### config.mk
export PLATFORM = sky130hd
export DESIGN_NAME = serial_buffer_tx
export DESIGN_NICKNAME = d
export VERILOG_FILES = /design/src/rtl/serial_buffer_tx.sv
export SDC_FILE = /design/constraint.sdc
export NUM_CORES = 1
export LEC_CHECK = 0
export BUFFER_PORTS_ARGS = -buffer_cell sky130_fd_sc_hd__buf_2
export CORE_ASPECT_RATIO = 1.5
export CORE_MARGIN = 1
export CORE_UTILIZATION = 60
export DETAILED_ROUTE_END_ITERATION = 16
export PLACE_DENSITY = 0.79
export SYNTH_ARGS = -nofsm -noshare
export SYNTH_HDL_FRONTEND = slang
export SYNTH_SLANG_ARGS = --single-unit
### constraint.sdc
create_clock -name clk -period 2.9 [get_ports clk]
set_input_delay 0.58 -clock clk [delete_from_list [all_inputs] [get_ports clk]]
set_output_delay 0.58 -clock clk [all_outputs]
set_load 0.03 [all_outputs]
### src/rtl/serial_buffer_tx.sv
// serial_buffer_tx
//
// Transmits a frame of 1..32 bytes read from a 32-byte dual-port buffer as a
// slot-coded waveform on an open-drain line. Each bit takes 4 slots, and each
// slot takes SLOT_CYCLES clocks, sent MSB first:
//   1 -> 1 low slot, 3 released slots
//   0 -> 3 low slots, 1 released slot
// After the last bit the frame ends with a stop symbol: 1 low slot, then 1
// released slot. A one-cycle done pulse follows. All outputs are registered.
//
// Ports
//   clk         clock; all state changes on its rising edge
//   reset       synchronous, active-high reset
//   start       frame request; only looked at while idle
//   byte_count  bytes in the frame (1..32); sampled together with start
//   ram_addr    read address to the buffer
//   ram_data    asynchronous read data for ram_addr
//   tx_low      1 = pull the line low, 0 = release it
//   busy        high while a frame is in progress
//   done        one-cycle pulse after the frame completes

module serial_buffer_tx #(
    parameter int unsigned SLOT_CYCLES = 25
) (
    input  logic       clk,
    input  logic       reset,
    input  logic       start,
    input  logic [5:0] byte_count,
    output logic [4:0] ram_addr,
    input  logic [7:0] ram_data,
    output logic       tx_low,
    output logic       busy,
    output logic       done
);

    typedef enum logic [1:0] {StIdle, StBit, StStop} state_e;

    localparam logic [15:0] SlotLast = 16'(SLOT_CYCLES - 1);

    state_e      state_q;
    logic [7:0]  shift_q;
    logic [5:0]  count_q;    // bytes in the current frame
    logic [5:0]  loaded_q;   // bytes already loaded into shift_q
    logic [2:0]  bit_idx_q;
    logic [1:0]  slot_q;
    logic [15:0] timer_q;

    logic       count_ok;
    logic       timer_last;
    logic       slot_last;
    logic       bit_last;
    logic       byte_last;
    logic [1:0] slot_nxt;
    logic       bit_nxt;
    logic       tx_bit_nxt;

    // Next-cycle slot and bit value, so tx_low can be registered without
    // lagging the slot it belongs to.
    always_comb begin
        count_ok   = (byte_count != 6'd0) && (byte_count <= 6'd32);
        timer_last = (timer_q == SlotLast);
        slot_last  = timer_last && (slot_q == 2'd3);
        bit_last   = slot_last && (bit_idx_q == 3'd0);
        byte_last  = bit_last && (loaded_q == count_q);
        slot_nxt   = timer_last ? slot_q + 2'd1 : slot_q;
        if (bit_last) begin
            bit_nxt = ram_data[7];
        end else if (slot_last) begin
            bit_nxt = shift_q[bit_idx_q - 3'd1];
        end else begin
            bit_nxt = shift_q[bit_idx_q];
        end
        tx_bit_nxt = (slot_nxt == 2'd0) || ((slot_nxt != 2'd3) && !bit_nxt);
    end

    always_ff @(posedge clk) begin
        if (reset) begin
            state_q   <= StIdle;
            shift_q   <= 8'd0;
            count_q   <= 6'd0;
            loaded_q  <= 6'd0;
            bit_idx_q <= 3'd0;
            slot_q    <= 2'd0;
            timer_q   <= 16'd0;
            ram_addr  <= 5'd0;
            tx_low    <= 1'b0;
            busy      <= 1'b0;
            done      <= 1'b0;
        end else begin
            done <= 1'b0;
            unique case (state_q)
                StIdle: begin
                    if (start && count_ok) begin
                        state_q   <= StBit;
                        shift_q   <= ram_data;
                        count_q   <= byte_count;
                        loaded_q  <= 6'd1;
                        ram_addr  <= 5'd1;
                        bit_idx_q <= 3'd7;
                        slot_q    <= 2'd0;
                        timer_q   <= 16'd0;
                        tx_low    <= 1'b1;
                        busy      <= 1'b1;
                    end
                end

                StBit: begin
                    timer_q <= timer_last ? 16'd0 : timer_q + 16'd1;
                    slot_q  <= slot_nxt;
                    if (byte_last) begin
                        state_q <= StStop;
                        tx_low  <= 1'b1;
                    end else begin
                        tx_low <= tx_bit_nxt;
                        if (bit_last) begin
                            // Next byte loads on the same edge: no gap cycle.
                            shift_q   <= ram_data;
                            loaded_q  <= loaded_q + 6'd1;
                            bit_idx_q <= 3'd7;
                            // Only a 32-byte frame loads from 31; stay there.
                            if (ram_addr != 5'd31) begin
                                ram_addr <= ram_addr + 5'd1;
                            end
                        end else if (slot_last) begin
                            bit_idx_q <= bit_idx_q - 3'd1;
                        end
                    end
                end

                StStop: begin
                    timer_q <= timer_last ? 16'd0 : timer_q + 16'd1;
                    if (timer_last) begin
                        if (slot_q == 2'd0) begin
                            slot_q <= 2'd1;
                            tx_low <= 1'b0;
                        end else begin
                            state_q   <= StIdle;
                            slot_q    <= 2'd0;
                            shift_q   <= 8'd0;
                            count_q   <= 6'd0;
                            loaded_q  <= 6'd0;
                            bit_idx_q <= 3'd0;
                            ram_addr  <= 5'd0;
                            tx_low    <= 1'b0;
                            busy      <= 1'b0;
                            done      <= 1'b1;
                        end
                    end
                end

                default: begin
                    state_q <= StIdle;
                end
            endcase
        end
    end

endmodule

Yosys cells after proc, flatten, opt, wreduce, memory -nomap -nowiden
Index checks and enable logic that the tools add are counted.
{"block": "word_totals", "inputBits": 17, "output_inout_bits": 8, "wordCells": 116, "register_bits": 51}
{"block": "classes", "n_eq_ne": 15, "add_sub_neg": 5, "n_mux": 55, "reduce_logical": 25, "n_lt_le_gt_ge": 3, "bitwise_logic": 2}
{"cell": "8-bit two-way mux", "n": 5}
{"cell": "6-bit two-way mux", "n": 6}
{"cell": "16-bit two-way mux", "n": 2}
{"cell": "16-bit case mux with 2 select lines", "n": 1}
{"cell": "5-bit two-way mux", "n": 6}
{"cell": "8-bit case mux with 3 select lines", "n": 1}
{"cell": "3-bit two-way mux", "n": 6}
{"cell": "6-bit case mux with 3 select lines", "n": 1}
{"cell": "16-bit by 1-bit adder with 16-bit output, second input constant", "n": 1}
{"cell": "16-bit by 5-bit == test with 1-bit output, second input constant", "n": 1}
{"cell": "2-bit inequality test, second input constant", "n": 8}
{"cell": "5-bit case mux with 3 select lines", "n": 1}
{"cell": "2-bit two-way mux", "n": 7}
{"cell": "2-bit case mux with 3 select lines", "n": 2}
{"cell": "6-bit case mux with 2 select lines", "n": 1}
{"cell": "6-bit AND reduction", "n": 2}
{"cell": "1-bit two-way mux", "n": 11}
{"cell": "3-bit case mux with 3 select lines", "n": 1}
{"cell": "3-bit by 4-bit less-than comparator with 1-bit output, second input constant", "n": 2}
{"cell": "4-bit AND reduction", "n": 2}
{"cell": "7-bit AND reduction", "n": 1}
{"cell": "6-bit by 1-bit adder with 6-bit output, second input constant", "n": 1}
{"cell": "1-bit binary-select mux with 3-bit select", "n": 2}
{"cell": "6-bit == test", "n": 1}
{"cell": "other kinds (23)", "n": 33}

Logic depth before layout (Yosys ltp)
Gate-level depths: netlist of run 1.
{"block": "depth", "word_depth": 10, "mapped_depth": 10}

Worst setup path after synthesis of run 1
Ideal clock, no wire load.
{"block": "synth_timing", "path_kind": "input-to-reg", "startpoint": "input byte_count[4]", "endpoint": "register loaded_q[4]", "t_required_ns": 2.816, "path_stages": 6, "n_path_buf": 0, "setup_time_ns": 0.084, "setup_slack_ns": 0.642, "arrival_time_ns": 2.174, "path_cell_list": "or3_4 > mux2i_2 > o21ba_2 > nand2_2 > or4b_4 > o31ai_2"}
{"block": "synth_via", "elab_chain_cells": 5, "elab_cells_between_ends": 6}
{"item": "start, declared", "line_no": "28", "source": "input logic [5:0] byte_count,"}
{"item": "6-bit less-or-equal comparator or 6-bit nonzero test (tied branches)", "line_no": "60", "source": "count_ok = (byte_count != 6'd0) && (byte_count <= 6'd32);"}
{"item": "1-bit logical AND *", "line_no": "60"}
{"item": "1-bit logical AND *", "line_no": "93", "source": "if (start && count_ok) begin"}
{"item": "2-bit inequality test (no source line) *"}
{"item": "6-bit AND reduction (no source line) *"}
{"item": "end signal, assigned", "line_no": "118", "source": "loaded_q <= loaded_q + 6'd1;"}
{"item": "end, declared", "line_no": "43", "source": "logic [5:0] loaded_q;"}
Every way passes the cells marked *; elsewhere a longest branch is shown, timed or not.
A chain may end at the register's enable or synchronous reset.

Worst setup path after layout of run 1
{"block": "layout_timing", "startpoint": "register slot_q[0]", "endpoint": "register shift_q[6]"}
{"block": "layout_via", "elab_chain_cells": 6, "elab_cells_between_ends": 9}
{"item": "start, declared", "line_no": "45", "source": "logic [1:0] slot_q;"}
{"item": "start signal, assigned", "line_no": "109", "source": "slot_q <= slot_nxt;"}
{"item": "2-bit == test", "line_no": "62", "source": "slot_last = timer_last && (slot_q == 2'd3);"}
{"item": "1-bit logical AND", "line_no": "62"}
{"item": "1-bit logical AND", "line_no": "63", "source": "bit_last = slot_last && (bit_idx_q == 3'd0);"}
{"item": "1-bit logical AND", "line_no": "64", "source": "byte_last = bit_last && (loaded_q == count_q);"}
{"item": "2-bit inequality test (no source line)"}
{"item": "6-bit AND reduction (no source line) *"}
{"item": "end signal, assigned", "line_no": "95", "source": "shift_q <= ram_data;"}
{"item": "end signal, assigned", "line_no": "117", "source": "shift_q <= ram_data;"}
{"item": "end, declared", "line_no": "41", "source": "logic [7:0] shift_q;"}
Marks and branches as above.

==> impl_metrics.py, run 1 <==
metrics = {
    "cells_and_area": {
        "fin_util_pct": 68.6,
        "antenna_cells": 0,
        "mostFrequentLayoutCell": "dfxtp_1",
        "final_cell_mix": "dfxtp_1 (51), nand2_1 (34), nor2_1 (33), a21oi_1 (29), buf_2 (24)",
        "area_growth_pct": 8.13,
        "nets": 420,
        "drive_gt1_share_pct": 14.1,
    },
    "sta": {
        "post-route-min-period_ps": 2500,
        "setup_viol": 0,
        "finalMaxSlewViolations": 0,
        "tightest_slew_ps": 774,
        "layout_worst_path_cycle_share_pct": 86.2,
        "timing.fmax_mhz": 400,
        "final_hold_viol_count": 0,
        "rsz0062_at_grt": "false",
        "tns_ps": 0,
        "skew_ps": 8.98,
        "maxSlewHeadroom_pct": 48.4,
    },
    "routing": {
        "wl_um": 6670,
        "vias": 2775,
        "vias_per_cell": 6.07,
        "drt-initial-drc-count": 139,
        "ant_nets": 0,
        "drtPass1Iterations": 7,
        "wire_per_inst_um": 14.6,
        "drc": 0,
    },
    "placement": {
        "gp_congestion": 0.842,
        "dp_hpwl_um": 4880,
        "io_buffers": 24,
    },
    "critical_path": {
        "crit_path_top_delay_cell": "dfxtp_1",
        "critPathKind": "flip-flop to flip-flop",
        "start_kind": "flip-flop",
        "critical_path_buf_inv_count": 2,
        "cp_common_cell": "buf_4",
        "cp.required_ps": 3130,
        "cp_max_fo": 20,
        "crit_chain": "ha_1, nor4bb_1, nand4_2, buf_4, a211oi_2, o211ai_1, buf_4, or3b_1, a21oi_1",
        "end_kind": "flip-flop",
        "crit_family": "simple AND/OR/NAND/NOR gates",
        "cp_slowest_stage_delay_ps": 410,
        "arrival_ps": 2730,
    },
    "power": {
        "p_total_uw": 1820,
        "ir_worst_vdd_mv": 0.356,
        "power.leakage_uw": 0.00133,
        "powerDensity_nw_per_um2": 538,
    },
    "job": {
        "maxCapViolations": 0,
    },
    "floorplan": {
        "num_rows": 31,
        "ioPinCount": 25,
        "die_w_um": 60.9,
        "die-height_um": 90.4,
        "coreArea_um2": 4930,
        "initial_utilization_pct": 63.4,
        "die_area_um2": 5500,
    },
    "clock_network": {
        "cts_tree": "built",
        "root_buffer": "clkbuf_8",
        "clock_latency_ps": 310,
        "cts.sinks": 51,
        "post-cts-setup-buffers": 0,
        "cts_inserted_buffers": 5,
        "h-tree-depth": 2,
        "cts_resized": 0,
        "clkTransAtPathRegs_ps": 80,
        "cts-hold-fix-buffers": 0,
        "clk_path_buf_depth": 2,
    },
    "run_status": {
        "outcome": "completed",
    },
    "grt": {
        "grt_pass1_wl_um": 11500,
        "grt_pass1_vias": 2617,
        "grt_use_total_pct": 26.7,
        "overflow": 0,
        "antenna_found_initial": 0,
        "grt_max_degree": 43,
    },
    "synthesis": {
        "synth_cells": 375,
        "seq_area_frac_synth_pct": 32.7,
        "async_flop_share_pct": 0,
        "synth_area_per_cell_um2": 8.33,
        "syn-cell-area_um2": 3120,
        "synth_edf_count": 0,
        "synth_nets": 405,
        "synth_cell_types": 70,
        "yosys_most_used_dff": "dfxtp_1",
        "ys.warnings.count": 0,
        "ys_seq_elements": 51,
    },
    "worst_hold_path": {
        "hold_path_class": "flip-flop to flip-flop",
    },
}
[metal layers]
layer | track usage (%) | vias to the layer above | wire (um)
li1 | - | 1392 | -
met1 | 31.8 | 1326 | 2820
met2 | 46.0 | 46 | 3510
met3 | 3.72 | 11 | 187
met4 | 11.0 | 0 | 154
met5 | 0 | - | 0
[stage by stage]
stage                     worst slack [ps]  std cells  instance area, um^2  hold slack [ps]
after detailed placement               374        449                 3280              461
after CTS                              398        457                 3380              472
after floorplan                        642        375                 3120              438
final                                  400        457                 3380              468
after global placement                 398        449                 3280              450
after global routing                   183        457                 3380              498
[cell type report]
| cell class | count | area (um^2) |
|---|---|---|
| Fill cell | 444 | 1550 |
| Tap cell | 66 | 82.6 |
| Multi-Input combinational cell | 289 | 1960 |
| Sequential cell | 51 | 1020 |
| Timing Repair Buffer | 29 | 158 |
| Clock buffer | 8 | 100 |
| Inverter | 14 | 52.6 |
[where the power goes]
group / total (uW) / switching [uW] / internal (uW)
clock: 451 / 233 / 218
combinational: 550 / 330 / 219
sequential: 816 / 60.7 / 756
total: 1820 / 624 / 1190
[flip-flops by register name (all words and copies together) (netlist names)]
register and flops:
bit_idx_q 3, loaded_q 6, timer_q 16, done 1
shift_q 8, ram_addr 5, busy 1, slot_q 2
count_q 6, tx_low 1, state_q 2
[worst register-to-register path, delay by kind of cell, from the launching register on]
kind,cells,cell delay (ps)
compound gates,3,510
fa+ha+maj,1,190
buf+inv,2,400
flops,1,410
simple gates,3,910
[cells in the mapped netlist (2+ instances only)]
master     instances  area, um^2
xor2_1            15         131
a21oi_1           29         145
ha_1              13         163
o21a_1             2        15.0
inv_1             14        52.6
or3b_1             7        61.3
or2_2              2        12.5
or3_1              3        18.8
nand2_1           34         128
nor2_1            33         124
nor4_2             2        25.0
a2bb2oi_1          2        17.5
or2_1              2        12.5
nand4_1            6        37.5
a31oi_1            5        31.3
nand4b_1           7        61.3
nor3_1             5        25.0
xnor2_1            2        17.5
nand3_1           16        80.1
nor4_1             2        12.5
nor2b_1           10        62.6
nand3b_1           2        15.0
and2_1             5        31.3
nor4b_1            2        17.5
o21ai_1            6        30.0
dfxtp_1           51        1020
nand2b_1           3        18.8
o31ai_1            4        30.0
clkbuf_1          15        56.3
nor3b_1            3        22.5
and3_1            10        62.6
mux4_2             4        90.1
mux2i_1            3        30.0
a311oi_1           2        17.5
o211ai_1           3        22.5
and4_1             2        17.5
o21ai_0            9        45.0
a211oi_1           4        30.0
buf_2              5        25.0
[path summary, 6_finish.rpt]
path | from | slack (ps) | to | cells past startpoint
worst max-delay path | slot_q[0] | 400 | shift_q[6] | 9
worst min-delay path | shift_q[4] | 470 | shift_q[4] | 2
worst max register to register | slot_q[0] | 400 | shift_q[6] | 9
worst min register to register | shift_q[4] | 470 | shift_q[4] | 2
[kinds of logic after synthesis]
group                      synth area share, %
muxes                                     4.29
buffers and inverters                     4.45
adders and majority gates                 5.21
xor gates and xnor gates                  4.77
AOI/OAI and AO/OA                         17.6
and+or+nand+nor                           31.0
DFF                                       32.7
Note: power is estimated with default switching activity, not from simulation.
==> run 2: changes to the inputs <==
--- a/config.mk
+++ b/config.mk
@@ -8,9 +8,9 @@
 export BUFFER_PORTS_ARGS = -buffer_cell sky130_fd_sc_hd__buf_2
 export CORE_ASPECT_RATIO = 1.5
 export CORE_MARGIN = 1
-export CORE_UTILIZATION = 60
+export CORE_UTILIZATION = 58
 export DETAILED_ROUTE_END_ITERATION = 16
-export PLACE_DENSITY = 0.79
+export PLACE_DENSITY = 0.77
 export SYNTH_ARGS = -nofsm -noshare
 export SYNTH_HDL_FRONTEND = slang
 export SYNTH_SLANG_ARGS = --single-unit
==> run 2 against run 1 <==
  * Combinational power grew 0.7%
  * Via count shrank 2.1%
  * Sequential share of layout area grew 0.23 points
  * Non-clock buffer count is the same
  * Register-to-register slack is essentially flat
  * Power shrank 3.9%
  * Highest routed layer unchanged
==> impl_metrics.py, run 2 (synthesized netlist as in run 1, its figures left out) <==
metrics = {
    "floorplan": {
        "ioPinCount": 25,
        "die-height_um": 91.9,
        "num_rows": 32,
        "initial_utilization_pct": 60.5,
        "die_w_um": 61.9,
        "die_area_um2": 5690,
        "coreArea_um2": 5160,
    },
    "critical_path": {
        "critical_path_buf_inv_count": 2,
        "start_kind": "flip-flop",
        "crit_path_top_delay_cell": "dfxtp_1",
        "cp_max_fo": 20,
        "critPathKind": "flip-flop to flip-flop",
        "cp-startpoint": "slot_q[0]",
        "critical_path.endpoint": "shift_q[2]",
        "arrival_ps": 2720,
        "crit_chain": "ha_1, nor4bb_1, nand4_2, buf_4, a211oi_2, o211ai_1, buf_4, or3b_1, a21oi_1",
        "reg2reg_to": "shift_q[2]",
        "r2r_slack_ps": 390,
        "end_kind": "flip-flop",
        "cp_common_cell": "buf_4",
        "cp.required_ps": 3110,
        "cp_slowest_stage_delay_ps": 410,
        "reg2reg_depth": 9,
        "crit_family": "simple AND/OR/NAND/NOR gates",
        "path_depth": 9,
        "reg2reg_from": "slot_q[0]",
    },
    "routing": {
        "maxUsedRoutingLayer": "met4",
        "route.met2.wl_um": 3750,
        "drt-initial-drc-count": 118,
        "wire_per_inst_um": 15.0,
        "wl_um": 6840,
        "vias": 2717,
        "vias_per_cell": 5.95,
        "drtPass1Iterations": 4,
        "ant_nets": 0,
        "route.met3.wl_um": 165,
        "m1WireLength_um": 2800,
        "drc": 0,
    },
    "power": {
        "switchingPower_uw": 609,
        "p_clk_share_pct": 21.5,
        "switching_share_pct": 34.9,
        "p_total_uw": 1750,
        "ir_worst_vdd_mv": 0.388,
        "p_comb_share_pct": 31.7,
        "power.internal_uw": 1140,
        "powerDensity_nw_per_um2": 521,
        "p_seq_share_pct": 46.8,
        "power.leakage_uw": 0.00132,
    },
    "worst_hold_path": {
        "hold_path_class": "flip-flop to flip-flop",
    },
    "clock_network": {
        "cts_tree": "built",
        "cts-hold-fix-buffers": 0,
        "root_buffer": "clkbuf_8",
        "cts_resized": 0,
        "clkTransAtPathRegs_ps": 80,
        "h-tree-depth": 2,
        "clk_path_buf_depth": 2,
        "cts.sinks": 51,
        "cts_inserted_buffers": 5,
        "post-cts-setup-buffers": 0,
        "clock_latency_ps": 300,
    },
    "sta": {
        "tns_ps": 0,
        "timing.fmax_mhz": 399,
        "rsz0062_at_grt": "false",
        "maxSlewHeadroom_pct": 47.7,
        "layout_worst_path_cycle_share_pct": 86.5,
        "setup_viol": 0,
        "post-route-min-period_ps": 2510,
        "finalMaxSlewViolations": 0,
        "tightest_slew_ps": 785,
        "final_hold_viol_count": 0,
        "skew_ps": 7.63,
    },
    "cells_and_area": {
        "fin_util_pct": 64.9,
        "mostFrequentLayoutCell": "dfxtp_1",
        "largest_register_ffs": 16,
        "drive_gt1_share_pct": 13.6,
        "instances_no_fill": 457,
        "antenna_cells": 0,
        "nets": 420,
        "num-fill-cells": 468,
        "multi_input_area_um2": 1960,
        "top_register": "timer_q",
        "area_growth_pct": 7.33,
        "final_cell_mix": "dfxtp_1 (51), nand2_1 (34), nor2_1 (33), a21oi_1 (29), buf_2 (24)",
        "reg.largest.list": "timer_q: 16 flops, shift_q: 8 flops",
        "regArea_um2": 1020,
    },
    "run_status": {
        "outcome": "completed",
    },
    "grt": {
        "overflow": 0,
        "grt_pass1_wl_um": 11300,
        "grt_max_degree": 43,
        "antenna_found_initial": 0,
        "grt_pass1_vias": 2525,
        "grt_use_total_pct": 25.7,
    },
    "job": {
        "maxCapViolations": 0,
    },
    "placement": {
        "gp_congestion": 0.809,
        "io_buffers": 24,
        "dp.cells": 451,
        "dp_hpwl_um": 5040,
    },
}
run 2: cell types whose count changed in the layout (fill, tap and decap cells not counted), sizes merged:
cell    delta
clkbuf     -2
run 2: tightest hold or removal path: cells and delay by family (launching register included):
kind / cells / cell delay, ps
DFF: 1 / 320
and+or+nand+nor: 1 / 50
AOI/OAI and AO/OA: 1 / 50
run 2: worst min path at each step:
| stage | startpoint | end | slack (ps) | cells after the start |
|---|---|---|---|---|
| after floorplan | shift_q[5] | shift_q[5] | 440 | 2 |
| after global placement | count_q[1] | count_q[1] | 450 | 2 |
| after detailed placement | count_q[5] | count_q[5] | 460 | 2 |
| after CTS | count_q[5] | count_q[5] | 470 | 2 |
| after global routing | count_q[5] | count_q[5] | 480 | 2 |
| final | count_q[5] | count_q[5] | 470 | 2 |
run 2: power by group through the flow:
| stage | Sequential (uW) | Combinational, uW | Clock, uW |
|---|---|---|---|
| floorplan | 827 | 425 | 0 |
| finish | 818 | 554 | 374 |
| global route | 827 | 616 | 418 |
| global placement | 830 | 533 | 0 |
| CTS | 817 | 551 | 385 |
| detailed placement | 833 | 548 | 0 |
run 2: layer usage:
metal,track usage [%],vias to the layer above
li1,-,1387
met1,29.1,1283
met2,47.4,37
met3,3.53,10
met4,7.41,0
met5,0,-
run 2: layout make-up:
class / instances / share of cell area [%]
multi-input cells: 289 / 58.6
well taps: 68 / 2.54
flip-flops and latches: 51 / 30.5
clock buffers: 6 / 2.16
inverters: 14 / 1.57
repair buffers: 29 / 4.70
run 2: through the flow:
| step | cell area [um^2] | hold slack [ps] | worst slack, ps |
|---|---|---|---|
| finish | 3350 | 466 | 392 |
| global route | 3350 | 483 | 184 |
| CTS | 3350 | 468 | 420 |
| detailed placement | 3280 | 458 | 363 |
| global placement | 3280 | 451 | 391 |
| floorplan | 3120 | 438 | 642 |
